$ cat src/rtl/seq_det_pkg.sv
// Shared definitions for the 1010 sequence-detector controller.
//   state_t      : controller FSM states (3-bit encoding)
//   WORD_W_DEF   : default bits per serialised word
//   CNT_W_DEF    : default running-total width
//   PATTERN_1010 : the pattern recognised by the attached detector
package seq_det_pkg;

  localparam int WORD_W_DEF = 8;
  localparam int CNT_W_DEF  = 8;

  localparam logic [3:0] PATTERN_1010 = 4'b1010;

  typedef enum logic [2:0] {
    ST_IDLE  = 3'd0,
    ST_CLEAR = 3'd1,
    ST_SHIFT = 3'd2,
    ST_DRAIN = 3'd3,
    ST_DONE  = 3'd4
  } state_t;

endpackage

$ cat src/rtl/seq_det_ctrl_if.sv
// Word handshake between the host side and the detector controller.
//   word_in    : parallel word to serialise
//   word_valid : word_in / keep_state are valid
//   keep_state : 1 = do not clear the detector before this word
//   word_ready : controller can accept a word this cycle
// master = host side, slave = controller side.
interface seq_det_ctrl_if
  import seq_det_pkg::*;
#(
  parameter int WORD_W = WORD_W_DEF
);

  logic [WORD_W-1:0] word_in;
  logic              word_valid;
  logic              keep_state;
  logic              word_ready;

  modport master (
    output word_in,
    output word_valid,
    output keep_state,
    input  word_ready
  );

  modport slave (
    input  word_in,
    input  word_valid,
    input  keep_state,
    output word_ready
  );

endinterface

$ cat src/rtl/seq_det_ctrl_sat_acc.sv
// Saturating accumulator for the running hit total.
//   clock, reset : rising-edge clock, synchronous active-high reset
//   clr          : clear the total on the next edge
//   add_en       : add add_val on the next edge (saturating)
//   add_val      : amount to add
//   total        : current total, sticks at 2^CNT_W-1
// When clr and add_en coincide the clear is applied first, so the
// result is min(add_val, max).
module sat_acc #(
  parameter int CNT_W = 8,
  parameter int ADD_W = 4
) (
  input  logic             clock,
  input  logic             reset,
  input  logic             clr,
  input  logic             add_en,
  input  logic [ADD_W-1:0] add_val,
  output logic [CNT_W-1:0] total
);

  // One extra bit above the wider operand so the carry is never lost,
  // even when a single add can exceed the counter range.
  localparam int SUM_W = ((CNT_W > ADD_W) ? CNT_W : ADD_W) + 1;

  logic [CNT_W-1:0] total_reg;
  logic [CNT_W-1:0] total_next;
  logic [SUM_W-1:0] base;
  logic [SUM_W-1:0] sum;
  logic [SUM_W-1:0] max_val;

  always_comb begin
    base       = clr ? '0 : SUM_W'(total_reg);
    sum        = base + SUM_W'(add_val);
    max_val    = SUM_W'({CNT_W{1'b1}});
    total_next = total_reg;
    if (add_en) begin
      total_next = (sum > max_val) ? {CNT_W{1'b1}} : sum[CNT_W-1:0];
    end else if (clr) begin
      total_next = '0;
    end
  end

  always_ff @(posedge clock) begin
    if (reset) begin
      total_reg <= '0;
    end else begin
      total_reg <= total_next;
    end
  end

  assign total = total_reg;

endmodule

$ cat src/rtl/seq_det_ctrl.sv
// Controller that feeds words MSB-first into a serial 1010 Moore detector
// and counts its hits.
//   clock, reset : rising-edge clock, synchronous active-high reset
//   word_bus     : word handshake (slave side)
//   clr_total    : clear the running total
//   det_reset    : one-cycle clear pulse to the detector
//   det_seq      : serial bit to the detector
//   det_hit      : detector output (registered, one cycle behind det_seq)
//   word_hits    : hits for the last completed word
//   total_hits   : saturating running total
//   done         : one-cycle pulse when a word is finished
//   busy         : high whenever the controller is not idle
module seq_det_ctrl
  import seq_det_pkg::*;
#(
  parameter int WORD_W = WORD_W_DEF,
  parameter int CNT_W  = CNT_W_DEF
) (
  input  logic                          clock,
  input  logic                          reset,
  seq_det_ctrl_if.slave                 word_bus,
  input  logic                          clr_total,
  output logic                          det_reset,
  output logic                          det_seq,
  input  logic                          det_hit,
  output logic [$clog2(WORD_W+1)-1:0]   word_hits,
  output logic [CNT_W-1:0]              total_hits,
  output logic                          done,
  output logic                          busy
);

  localparam int HIT_W = $clog2(WORD_W + 1);
  localparam int BC_W  = $clog2(WORD_W);

  state_t            state_reg, state_next;
  logic [WORD_W-1:0] shreg_reg, shreg_next;
  logic [BC_W-1:0]   bit_cnt_reg, bit_cnt_next;
  logic              first_reg, first_next;
  logic [HIT_W-1:0]  hit_acc_reg, hit_acc_next;
  logic [HIT_W-1:0]  word_hits_reg, word_hits_next;
  logic              accept;
  logic              counting;

  assign accept   = (state_reg == ST_IDLE) && word_bus.word_valid;
  // The hit for the last bit only shows up in DRAIN, hence both states.
  assign counting = (state_reg == ST_SHIFT) || (state_reg == ST_DRAIN);

  // Next state and Moore outputs
  always_comb begin
    state_next          = state_reg;
    word_bus.word_ready = 1'b0;
    det_reset           = 1'b0;
    det_seq             = 1'b0;
    done                = 1'b0;
    busy                = 1'b1;
    case (state_reg)
      ST_IDLE: begin
        word_bus.word_ready = 1'b1;
        busy                = 1'b0;
        if (word_bus.word_valid) begin
          // The detector state is unknown after reset, so the first word
          // always clears it even if the host asked to keep state.
          state_next = (word_bus.keep_state && !first_reg) ? ST_SHIFT : ST_CLEAR;
        end
      end
      ST_CLEAR: begin
        det_reset  = 1'b1;
        state_next = ST_SHIFT;
      end
      ST_SHIFT: begin
        det_seq = shreg_reg[WORD_W-1];
        if (bit_cnt_reg == '0) begin
          state_next = ST_DRAIN;
        end
      end
      ST_DRAIN: begin
        state_next = ST_DONE;
      end
      ST_DONE: begin
        done       = 1'b1;
        state_next = ST_IDLE;
      end
      default: begin
        state_next = ST_IDLE;
      end
    endcase
  end

  // Datapath next values
  always_comb begin
    shreg_next     = shreg_reg;
    bit_cnt_next   = bit_cnt_reg;
    first_next     = first_reg;
    hit_acc_next   = hit_acc_reg;
    word_hits_next = word_hits_reg;

    if (accept) begin
      shreg_next   = word_bus.word_in;
      first_next   = 1'b0;
      hit_acc_next = '0;
    end

    if (state_reg == ST_SHIFT) begin
      shreg_next   = {shreg_reg[WORD_W-2:0], 1'b0};
      bit_cnt_next = bit_cnt_reg - 1'b1;
    end else if (state_next == ST_SHIFT) begin
      bit_cnt_next = BC_W'(WORD_W - 1);
    end

    if (counting && det_hit) begin
      hit_acc_next = hit_acc_reg + 1'b1;
    end

    if (state_reg == ST_DONE) begin
      word_hits_next = hit_acc_reg;
    end
  end

  always_ff @(posedge clock) begin
    if (reset) begin
      state_reg     <= ST_IDLE;
      shreg_reg     <= '0;
      bit_cnt_reg   <= '0;
      first_reg     <= 1'b1;
      hit_acc_reg   <= '0;
      word_hits_reg <= '0;
    end else begin
      state_reg     <= state_next;
      shreg_reg     <= shreg_next;
      bit_cnt_reg   <= bit_cnt_next;
      first_reg     <= first_next;
      hit_acc_reg   <= hit_acc_next;
      word_hits_reg <= word_hits_next;
    end
  end

  assign word_hits = word_hits_reg;

  sat_acc #(
    .CNT_W (CNT_W),
    .ADD_W (HIT_W)
  ) u_total (
    .clock   (clock),
    .reset   (reset),
    .clr     (clr_total),
    .add_en  (state_reg == ST_DONE),
    .add_val (hit_acc_reg),
    .total   (total_hits)
  );

endmodule
$ cat src/flat_wrapper.sv
// flat-port wrapper written by rule: the top's interface ports become plain ports
module seq_det_ctrl_flat import seq_det_pkg::*;
#(
  parameter int WORD_W = WORD_W_DEF,
  parameter int CNT_W  = CNT_W_DEF
)
  (clock, reset, clr_total, det_reset, det_seq, det_hit, word_hits, total_hits, done, busy, word_bus_word_in, word_bus_word_valid, word_bus_keep_state, word_bus_word_ready);
  seq_det_ctrl_if #(.WORD_W(WORD_W)) word_bus_i ();
  input  logic clock;
  input  logic reset;
  input  logic clr_total;
  output logic det_reset;
  output logic det_seq;
  input  logic det_hit;
  output logic [$clog2(WORD_W+1)-1:0] word_hits;
  output logic [CNT_W-1:0] total_hits;
  output logic done;
  output logic busy;
  input wire logic [$bits(word_bus_i.word_in)-1:0] word_bus_word_in;
  input wire logic [$bits(word_bus_i.word_valid)-1:0] word_bus_word_valid;
  input wire logic [$bits(word_bus_i.keep_state)-1:0] word_bus_keep_state;
  output wire logic [$bits(word_bus_i.word_ready)-1:0] word_bus_word_ready;
  assign word_bus_i.word_in = word_bus_word_in;
  assign word_bus_i.word_valid = word_bus_word_valid;
  assign word_bus_i.keep_state = word_bus_keep_state;
  assign word_bus_word_ready = word_bus_i.word_ready;
  seq_det_ctrl #(.WORD_W(WORD_W), .CNT_W(CNT_W)) u_core (.clock(clock), .reset(reset), .word_bus(word_bus_i), .clr_total(clr_total), .det_reset(det_reset), .det_seq(det_seq), .det_hit(det_hit), .word_hits(word_hits), .total_hits(total_hits), .done(done), .busy(busy));
endmodule
$ cat config.mk
export PLATFORM = sky130hd
export DESIGN_NAME = seq_det_ctrl_flat
export DESIGN_NICKNAME = d
export VERILOG_FILES = /design/src/rtl/seq_det_pkg.sv /design/src/rtl/seq_det_ctrl_if.sv /design/src/rtl/seq_det_ctrl_sat_acc.sv /design/src/rtl/seq_det_ctrl.sv /design/src/flat_wrapper.sv
export SDC_FILE = /design/constraint.sdc
export NUM_CORES = 1
export LEC_CHECK = 0
export CAP_MARGIN = 20
export CORE_AREA = 2 2 53 74
export DETAILED_ROUTE_END_ITERATION = 10
export DIE_AREA = 0 0 55 76
export PLACE_DENSITY = 0.73
export SYNTH_ARGS = -nofsm -noshare
export SYNTH_HDL_FRONTEND = slang
export SYNTH_SLANG_ARGS = --single-unit
$ cat constraint.sdc
create_clock -name clock -period 2.16 [get_ports clock]
set_input_delay 0.648 -clock clock [delete_from_list [all_inputs] [get_ports clock]]
set_output_delay 0.648 -clock clock [all_outputs]
set_load 0.01 [all_outputs]
# Word-level counts from Yosys, hierarchy flattened
# Index checks and enable logic that the tools add are counted.
[classes]
n_addsub = 3
magnitude_cmp = 1
n_eq_ne = 5
muxes = 19
n_reduce_logical = 12
[op_table]
columns = ["op", "n"]
rows = [
  ["$mux 8", 6],
  ["$mux 3", 4],
  ["$pmux 3 s4", 1],
  ["$add 9x4->9", 1],
  ["$eq 3x2->1 const B", 3],
  ["$gt 9x8->1 const B", 1],
  ["$mux 4", 2],
  ["$reduce_bool 2->1", 4],
  ["$logic_not 3->1", 2],
  ["$mux 1", 5],
  ["$add 4x1->4 const B", 1],
  ["$eq 3x1->1 const B", 1],
  ["$eq 3x3->1 const B", 1],
  ["$logic_and 1x1->1", 3],
  ["$sub 3x1->3 const B", 1],
  ["$mux 2", 1],
  ["$reduce_or 2->1", 1],
  ["$logic_not 1->1", 1],
  ["$logic_or 1x1->1", 1],
]
[word_totals]
reg_bits = 31
in_bits = 14
out_inout_bits = 17
elab_cells = 48

# Depth between registers and ports, before layout
# Gate-level depths: netlist of run 1.
[depth]
depth_word = 8
depth_mapped = 8
depth_no_buf = 8

# By module
# A second synthesis of run 1 with hierarchy kept.
[hier_totals]
hier_cells = 174
area_unflattened_um2 = 1575.3
[by_module_without_submodules]
columns = ["module", "n_inst", "cells_per_inst", "area_per_inst_um2", "seq_area_each_um2"]
rows = [
  ["seq_det_ctrl", 1, 110, 1024.7, 460.4],
  ["sat_acc", 1, 64, 550.5, 160.2],
]

# Worst setup path before layout of run 1
# No wires, ideal clock.
[synth_path]
kind = "input -> register"
start = "input clr_total"
end = "register u_core.u_total.total_reg[1] (netlist: u_core.u_total.total[1])"
setup_time_ps = 95
arrival_time_ps = 2207
path_slack_ps = -142
path_stages = 8
n_path_buf = 0
cell_sequence = "nor2b_1 > ha_1 > inv_1 > fa_1 > nand2b_1 > a21oi_1 > a21oi_1 > a221oi_1"
[synth_between]
elab_chain_cells = 5
word_cells_on_any_way = 6
[synth_rtl]
columns = ["item", "line_no", "rtl"]
rows = [
  ["start: declaration", "flat_wrapper.sv:11", "input logic clr_total;"],
  ["$mux 8", "seq_det_ctrl_sat_acc.sv:32", "base = clr ? '0 : SUM_W'(total_reg);"],
  ["$add 9x4->9", "seq_det_ctrl_sat_acc.sv:33", "sum = base + SUM_W'(add_val);"],
  ["$gt 9x8->1", "seq_det_ctrl_sat_acc.sv:37", "total_next = (sum > max_val) ? {CNT_W{1'b1}} : sum[CNT_W-1:0];"],
  ["$mux 8", "seq_det_ctrl_sat_acc.sv:37", ""],
  ["$mux 8", "seq_det_ctrl_sat_acc.sv:36", "if (add_en) begin"],
  ["end signal: assignment", "seq_det_ctrl_sat_acc.sv:47", "total_reg <= total_next;"],
  ["end: declaration", "seq_det_ctrl_sat_acc.sv:25", "logic [CNT_W-1:0] total_reg;"],
]
# Parallel ways exist; a longest one is shown, timed or not.
# A chain may end at the register's enable or synchronous reset.

# Worst setup path after layout of run 1
# Ends and elaborated chain as after synthesis.

==> summary.txt, run 1 <==
Worst setup path
  – Kind of critical path: in -> reg
  – CP max FO: 7
  – Crit-path cells: buf_2 > nor2b_2 > ha_2 > inv_1 > fa_2 > nand2b_4 > a21oi_4 > a21oi_4 > a221oi_2
  – Worst Path Arrival: about 2.2 ns
  – Critical Path Slowest Stage Cell: fa_2
  – Startpoint Class: primary input
  – Crit path max-delay family: compound AO/OA/AOI/OAI gates
  – CP required: between 2 and 2.5 ns
  – CP peak stage delay: between 0.3 and 0.4 ns
  – CP endpoint kind: flip-flop
  – Critical path buffer and inverter count: 2
  – CP most frequent cell: a21oi_4

Clocking
  – Clock Tree Root: clkbuf_8
  – Clk buf depth: 2
  – Clock transition at path regs: around 0.07 ns
  – CTS tree: built
  – CTS Sinks: 31
  – Total CTS buffers: 5
  – H-tree levels: 2
  – Clk_lat worst skew: 0.28 ns

Run
  – Max_cap viols: 0

Global route
  – Met2 GRT Util: a little under a third
  – Met1 usage: between 20% and 30%
  – GRT busiest layer: met2
  – Number of global-route vias before repair: roughly 1400
  – First-pass GRT wire length: between 5000 and 6000 um
  – Gr usage total: between 10% and 20%
  – Largest net degree at the start of global routing: 30
  – Gr ovfl total: 0
  – Global routing usage on met3: 5.29%
  – Initial antenna violation count: 0

Pwr
  – Total power draw: 1.43 mW
  – Logic gate share of total power: about a fifth
  – Switching share of power: between 20% and 30%
  – Pwr Density: about 670 mW/mm^2
  – Internal power: between 1 and 1.5 mW
  – P_leak: roughly 0.84 nW
  – VDD IR max: ~0.62 mV
  – Reg power frac: a little under half
  – Clock power share: 35.1%
  – Net Switching: 386 uW

Worst hold path
  – HP Class: reg -> reg

Yosys
  – Post-synth cell types: 43
  – Syn Nets: slightly above 200
  – Post-synth top cells: dfxtp_1, nand2_1, nor2_1
  – Share of the synthesized area in the top cell type: 39.9%
  – Post-Synthesis Cells: 183
  – Sequential area share after synthesis: 39.9%
  – Top area cells in the synthesized netlist: dfxtp_1, nand2_1, nor2_1
  – Avg Inst Size Synth: around 8.5 um^2
  – Flops & latches, synth: 31
  – Async S/R FF share, synth: 0%
  – Largest area contributor in the netlist: dfxtp_1
  – Synth warnings: 0
  – Mapped Area: between 0.0015 and 0.002 mm^2
  – Synth Flop Type: dfxtp_1
  – Post-synth EDFFs: 0
  – Most common cell in the netlist: dfxtp_1

Detailed routing
  – # DRC: 0
  – WL per Instance: around 13 um
  – Drt total wl: about 3400 um
  – DRT iter0 DRCs: 30
  – Post-DR vias/cell: approximately 5.3
  – Final ANT Viol Nets: 0
  – DR pass1 iterations: 4
  – Via Count: 1438

Timing
  – Fmax: ~490 MHz
  – Worst setup margin: about 0.12 ns
  – Headroom to the max-slew limit: between 70% and 80%
  – Final setup fails: 0
  – Clock skew: 0.00391 ns
  – Final Hold Viols: 0
  – RSZ-0062 raised after global routing: no
  – Final Max Tran Viols: 0
  – Post-route minimum period: 2.04 ns
  – Final worst path period share: a little over nine tenths
  – Actual slew at the worst max-slew pin: 0.433 ns

Die
  – Io pins: 31
  – FP Rows: 26
  – Die Span Y: between 70 and 80 um
  – Die Area: between 0.004 and 0.005 mm^2
  – Initial Utilization: around 43%
  – CORE AREA: between 0.003 and 0.004 mm^2
  – Die width: roughly 55 um

Placed design
  – Placed cell area: around 0.0020 mm^2
  – Number of port buffers: 30
  – Placer congestion estimate: roughly 0.74
  – Post-DP HPWL: 2470 um
  – DP Cell Count: 260
  – Place WS: -0.572 ns

Final layout
  – Final nets: 249
  – Share of cells above drive strength 1: 20.2%
  – ANT cells: 0
  – Layout Cells excl Fill: 270
  – Finished Cell Area: 0.00214 mm^2
  – Final Util: approximately three fifths
  – Area Overhead vs Synth: 37.4%

Run status
  – Outcome: finished, final reports clean
[power by group through the flow]
stage,clock network (mW),logic [mW],registers [mW]
6_report,0.503,0.277,0.654
5_1_grt,0.538,0.317,0.661
4_1_cts,0.514,0.282,0.655
3_5_place_dp,0,0.288,0.664
3_3_place_gp,0,0.284,0.664
2_1_floorplan,0,0.185,0.656
[routing by layer]
| layer | vias up | part of all wire (%) |
|---|---|---|
| met5 | - | 0 |
| met4 | 0 | 1.7 |
| met3 | 7 | 4.8 |
| met2 | 40 | 50 |
| met1 | 664 | 43 |
| li1 | 727 | - |
[logic make-up after synthesis]
group	count (synthesis)	share of synthesized area [%]
and+or+nand+nor	83	27.3
AOI/OAI and AO/OA	38	17.4
DFF	31	39.9
buffers and inverters	19	6.11
adders and majority gates	8	6.91
xor gates and xnor gates	3	1.69
muxes	1	0.643
[final timing paths]
check | startpoint | to | slack [ns] | cells past startpoint
setup / recovery | clr_total | u_core.u_total.total[1] | 0.12 | 9
hold / removal | u_core.first_reg | u_core.first_reg | 0.45 | 1
setup reg to reg | u_core.u_total.total[0] | u_core.u_total.total[1] | 0.24 | 8
hold reg to reg | u_core.first_reg | u_core.first_reg | 0.45 | 1
[area by class of cell]
cell class / instances / area [um^2]
sequential: 31 / 624
multi-input combinational: 133 / 910
tap: 42 / 52.6
inverter: 9 / 35.0
clock buffer: 8 / 100
fill: 334 / 1440
timing repair buffer: 47 / 417
[repair_timing]
item | in CTS | in global routing
buffers inserted | 1 | 1
resized for setup | 17 | 2
setup endpoints to repair | 13 | 8
pin swaps | 6 | 5
gates cloned | 0 | 0
hold buffers | 0 | 0
[cells in the final DEF, fill, tap and decap left out, types with 6 or more instances in the layout]
cell / count
nand2_1: 27
ha_1: 6
buf_4: 17
nor2_1: 25
dfxtp_1: 28
clkdlybuf4s50_1: 24
a21oi_1: 10
inv_1: 7
a311oi_1: 8
clkbuf_8: 7
[stage by stage]
step	TNS [ns]	hold slack (ns)
finish	0	0.451
global route	0	0.472
CTS	0	0.454
detailed placement	-4.33	0.439
global placement	-3.85	0.430
floorplan	0	0.417
(Power assumes the default switching activity.)
==> run 2, diff against run 1 <==
--- a/config.mk
+++ b/config.mk
@@ -9,6 +9,7 @@
 export CORE_AREA = 2 2 53 74
 export DETAILED_ROUTE_END_ITERATION = 10
 export DIE_AREA = 0 0 55 76
+export GPL_ROUTABILITY_DRIVEN = 0
 export PLACE_DENSITY = 0.73
 export SYNTH_ARGS = -nofsm -noshare
 export SYNTH_HDL_FRONTEND = slang
==> results of run 2 <==
Same layout as run 1: the final DEF is identical, and so are final timing and power.
==> run 3, diff against run 2 <==
--- a/config.mk
+++ b/config.mk
@@ -5,10 +5,11 @@
 export SDC_FILE = /design/constraint.sdc
 export NUM_CORES = 1
 export LEC_CHECK = 0
+export ABC_AREA = 0
 export CAP_MARGIN = 20
-export CORE_AREA = 2 2 53 74
+export CORE_AREA = 3 3 54 75
 export DETAILED_ROUTE_END_ITERATION = 10
-export DIE_AREA = 0 0 55 76
+export DIE_AREA = 0 0 57 78
 export GPL_ROUTABILITY_DRIVEN = 0
 export PLACE_DENSITY = 0.73
 export SYNTH_ARGS = -nofsm -noshare
==> run 3 against run 2 <==
  * Core utilization is 1.7 points higher
  * Hold slack better by 0.0076 ns
  * Sequential share of layout area rose by 0.45 points
  * Cell area decreased by 1.1%
  * Clock power decreased by 13%
  * Cell count shrank 1.9%
  * Fmax decreased by 2.4%
  * Die area is 6.4% higher
  * Global-route usage down 0.56 points
  * Via count grew 0.28%
  * Worst setup slack worse by 0.051 ns
==> summary.txt, run 3 (same netlist as run 1, synthesis figures left out) <==
Clocking
  – Clock Tree Root: clkbuf_8
  – CTS Sinks: 31 (unchanged)
  – CTS tree: built
  – Total CTS buffers: 5 (unchanged)
  – Clk buf depth: 2 (unchanged)
  – Clock transition at path regs: 0.07 ns (about the same)
  – H-tree levels: 2 (unchanged)
  – Clk_lat worst skew: 0.28 ns (about the same)

Worst setup path
  – CP startpoint: clr_total
  – Worst r2r src: u_core.hit_acc_reg[0]
  – CP endpoint kind: flip-flop
  – CP max FO: 3 (-4)
  – Kind of critical path: in -> reg
  – Reg2reg end: u_core.u_total.total[4]
  – Worst Path Arrival: 2.26 ns (+0.02 ns)
  – R2r worst-path depth: 7 (-1)
  – Startpoint Class: primary input
  – Worst reg2reg setup slack: 0.19 ns (-0.05 ns)
  – CP required: 2.32 ns (-0.04 ns)

Global route
  – Gr usage total: 18.5% (-0.56 points)
  – Initial antenna violation count: 0 (unchanged)
  – Number of global-route vias before repair: 1476 (+8.8%)
  – Gr ovfl total: 0 (unchanged)
  – GRT busiest layer: met2
  – First-pass GRT wire length: 6560 um (+9.5%)
  – Global routing usage on met3: 5.66% (+0.36 points)
  – Largest net degree at the start of global routing: 30 (unchanged)
  – Met1 usage: 20.2% (-2.3 points)
  – Met2 GRT Util: 31.8% (+0.38 points)

Pwr
  – Switching share of power: 28.6% (+1.7 points)
  – Pwr Density: 650 mW/mm^2 (-3.1%)
  – VDD IR max: 0.475 mV (-23%)
  – Reg power frac: 47.9% (+2.3 points)
  – Net Switching: 394 uW (+1.9%)
  – Internal power: 982 uW (-6.4%)
  – Clock power share: 31.9% (-3.2 points)
  – P_leak: 0.818 nW (-3.1%)
  – Logic gate share of total power: 20.1% (+0.8 points)

Detailed routing
  – Drt total wl: 3770 um (+9.4%)
  – DRT iter0 DRCs: 42 (+40%)
  – WL per Instance: 14.2 um (+11%)
  – # DRC: 0 (unchanged)
  – Via Count: 1442 (+0.28%)
  – Final ANT Viol Nets: 0 (unchanged)
  – Post-DR vias/cell: 5.44 (+2.2%)
  – DR pass1 iterations: 4 (unchanged)

Final layout
  – Finished Cell Area: 0.00211 mm^2 (-1.1%)
  – Commonest non-fill, non-tap cell in the layout: dfxtp_1
  – Area Overhead vs Synth: 35.9%
  – Share of cells above drive strength 1: 18.7% (-1.5 points)
  – Commonest non-fill, non-tap cells in the layout: dfxtp_1, nand2_1, nor2_1
  – Final nets: 246 (-1.2%)
  – ANT cells: 0 (unchanged)

Die
  – Initial Utilization: 45.2% (+1.7 points)
  – FP Rows: 25 (-3.8%)
  – CORE AREA: 0.00344 mm^2 (-3.8%)
  – Die Area: 0.00445 mm^2 (+6.4%)
  – Io pins: 31 (unchanged)
  – Die width: 57 um (+3.6%)
  – Die Span Y: 78 um (+2.6%)

Worst hold path
  – HP Class: reg -> reg
  – Hold EP: u_core.word_hits[2]
  – Worst Hold Depth: 2 (+1)
  – Min-delay src: u_core.word_hits[2]

Placed design
  – Number of port buffers: 30 (unchanged)
  – Placed cell area: 0.00197 mm^2 (-1.3%)
  – Post-DP HPWL: 2680 um (+8.6%)

Timing
  – Fin Setup TNS: 0 ns (unchanged)
  – Actual slew at the worst max-slew pin: 0.433 ns (-0.0000242 ns)
  – Final Hold Slack: 0.458 ns (+0.00762 ns)
  – Final Max Tran Viols: 0 (unchanged)
  – Final worst path period share: 96.9% (+2.4 points)
  – Post-route minimum period: 2.09 ns (+0.0510 ns)
  – Clock skew: 0.00458 ns (+0.000669 ns)
  – Headroom to the max-slew limit: 71.1% (about the same)
  – Final Hold Viols: 0 (unchanged)
  – Fmax: 478 MHz (-2.4%)
  – Final setup fails: 0 (unchanged)

Run
  – Max_cap viols: 0 (unchanged)

Run status
  – Outcome: finished, final reports clean
-- run 3: how the worst max path moves through the flow --
stage	end	slack, ns	cells after the start
6_report	u_core.u_total.total[7]	0.07	8
2_1_floorplan	u_core.u_total.total[4]	0.03	8
3_3_place_gp	u_core.u_total.total[4]	-0.51	9
3_5_place_dp	u_core.u_total.total[1]	-0.62	9
5_1_grt	u_core.u_total.total[7]	-0.04	8
4_1_cts	u_core.u_total.total[4]	0.08	9
-- run 3: power groups by stage --
| stage | registers, mW | clock network, mW | logic [mW] |
|---|---|---|---|
| 6_report | 0.659 | 0.439 | 0.277 |
| 3_5_place_dp | 0.668 | 0 | 0.282 |
| 5_1_grt | 0.666 | 0.477 | 0.317 |
| 4_1_cts | 0.659 | 0.451 | 0.279 |
| 3_3_place_gp | 0.665 | 0 | 0.271 |
| 2_1_floorplan | 0.656 | 0 | 0.185 |
-- run 3: final cells by class --
type                    instances  area, um^2
fillers                       306        1330
clock buffers                   7        76.3
well taps                      40        50.0
flip-flops and latches         31         627
repair buffers                 44         394
inverters                       9        35.0
multi-input cells             133         927
clock inverters                 1        5.00
-- run 3: timing repair --
| action | in CTS | in global routing |
|---|---|---|
| setup endpoints to repair | 13 | 6 |
| buffers inserted | 2 | 0 |
| gates cloned | 0 | 0 |
| hold buffers | 0 | 0 |
| pin swaps | 3 | 2 |
| resized for setup | 21 | 2 |
| hold endpoints to repair | 0 | 0 |
-- run 3: worst max-delay path, stage by stage --
cell and delay, ns:
buf_2 0.12, nand2b_1 0.21, inv_1 0.07, ha_1 0.27, a211oi_1 0.38, o21bai_1 0.21, a41oi_1 0.28, a311oi_1 0.07
-- run 3: per-stage QoR --
| step | total power, mW | setup WS [ns] | cells | util, % |
|---|---|---|---|---|
| after floorplan | 0.842 | 0.0311 | 183 | - |
| after global placement | 0.936 | -0.509 | 255 | 57.3 |
| after detailed placement | 0.951 | -0.620 | 255 | 57.3 |
| after CTS | 1.39 | 0.0797 | 265 | 61.0 |
| after global routing | 1.46 | -0.0414 | 265 | 61.5 |
| final | 1.38 | 0.0659 | 265 | 61.5 |
-- run 3: per-layer routing --
metal / up-vias / part of all wire [%]
met2: 39 / 51
li1: 719 / -
met3: 7 / 5.1
met5: - / 0
met1: 677 / 42
met4: 0 / 1.5
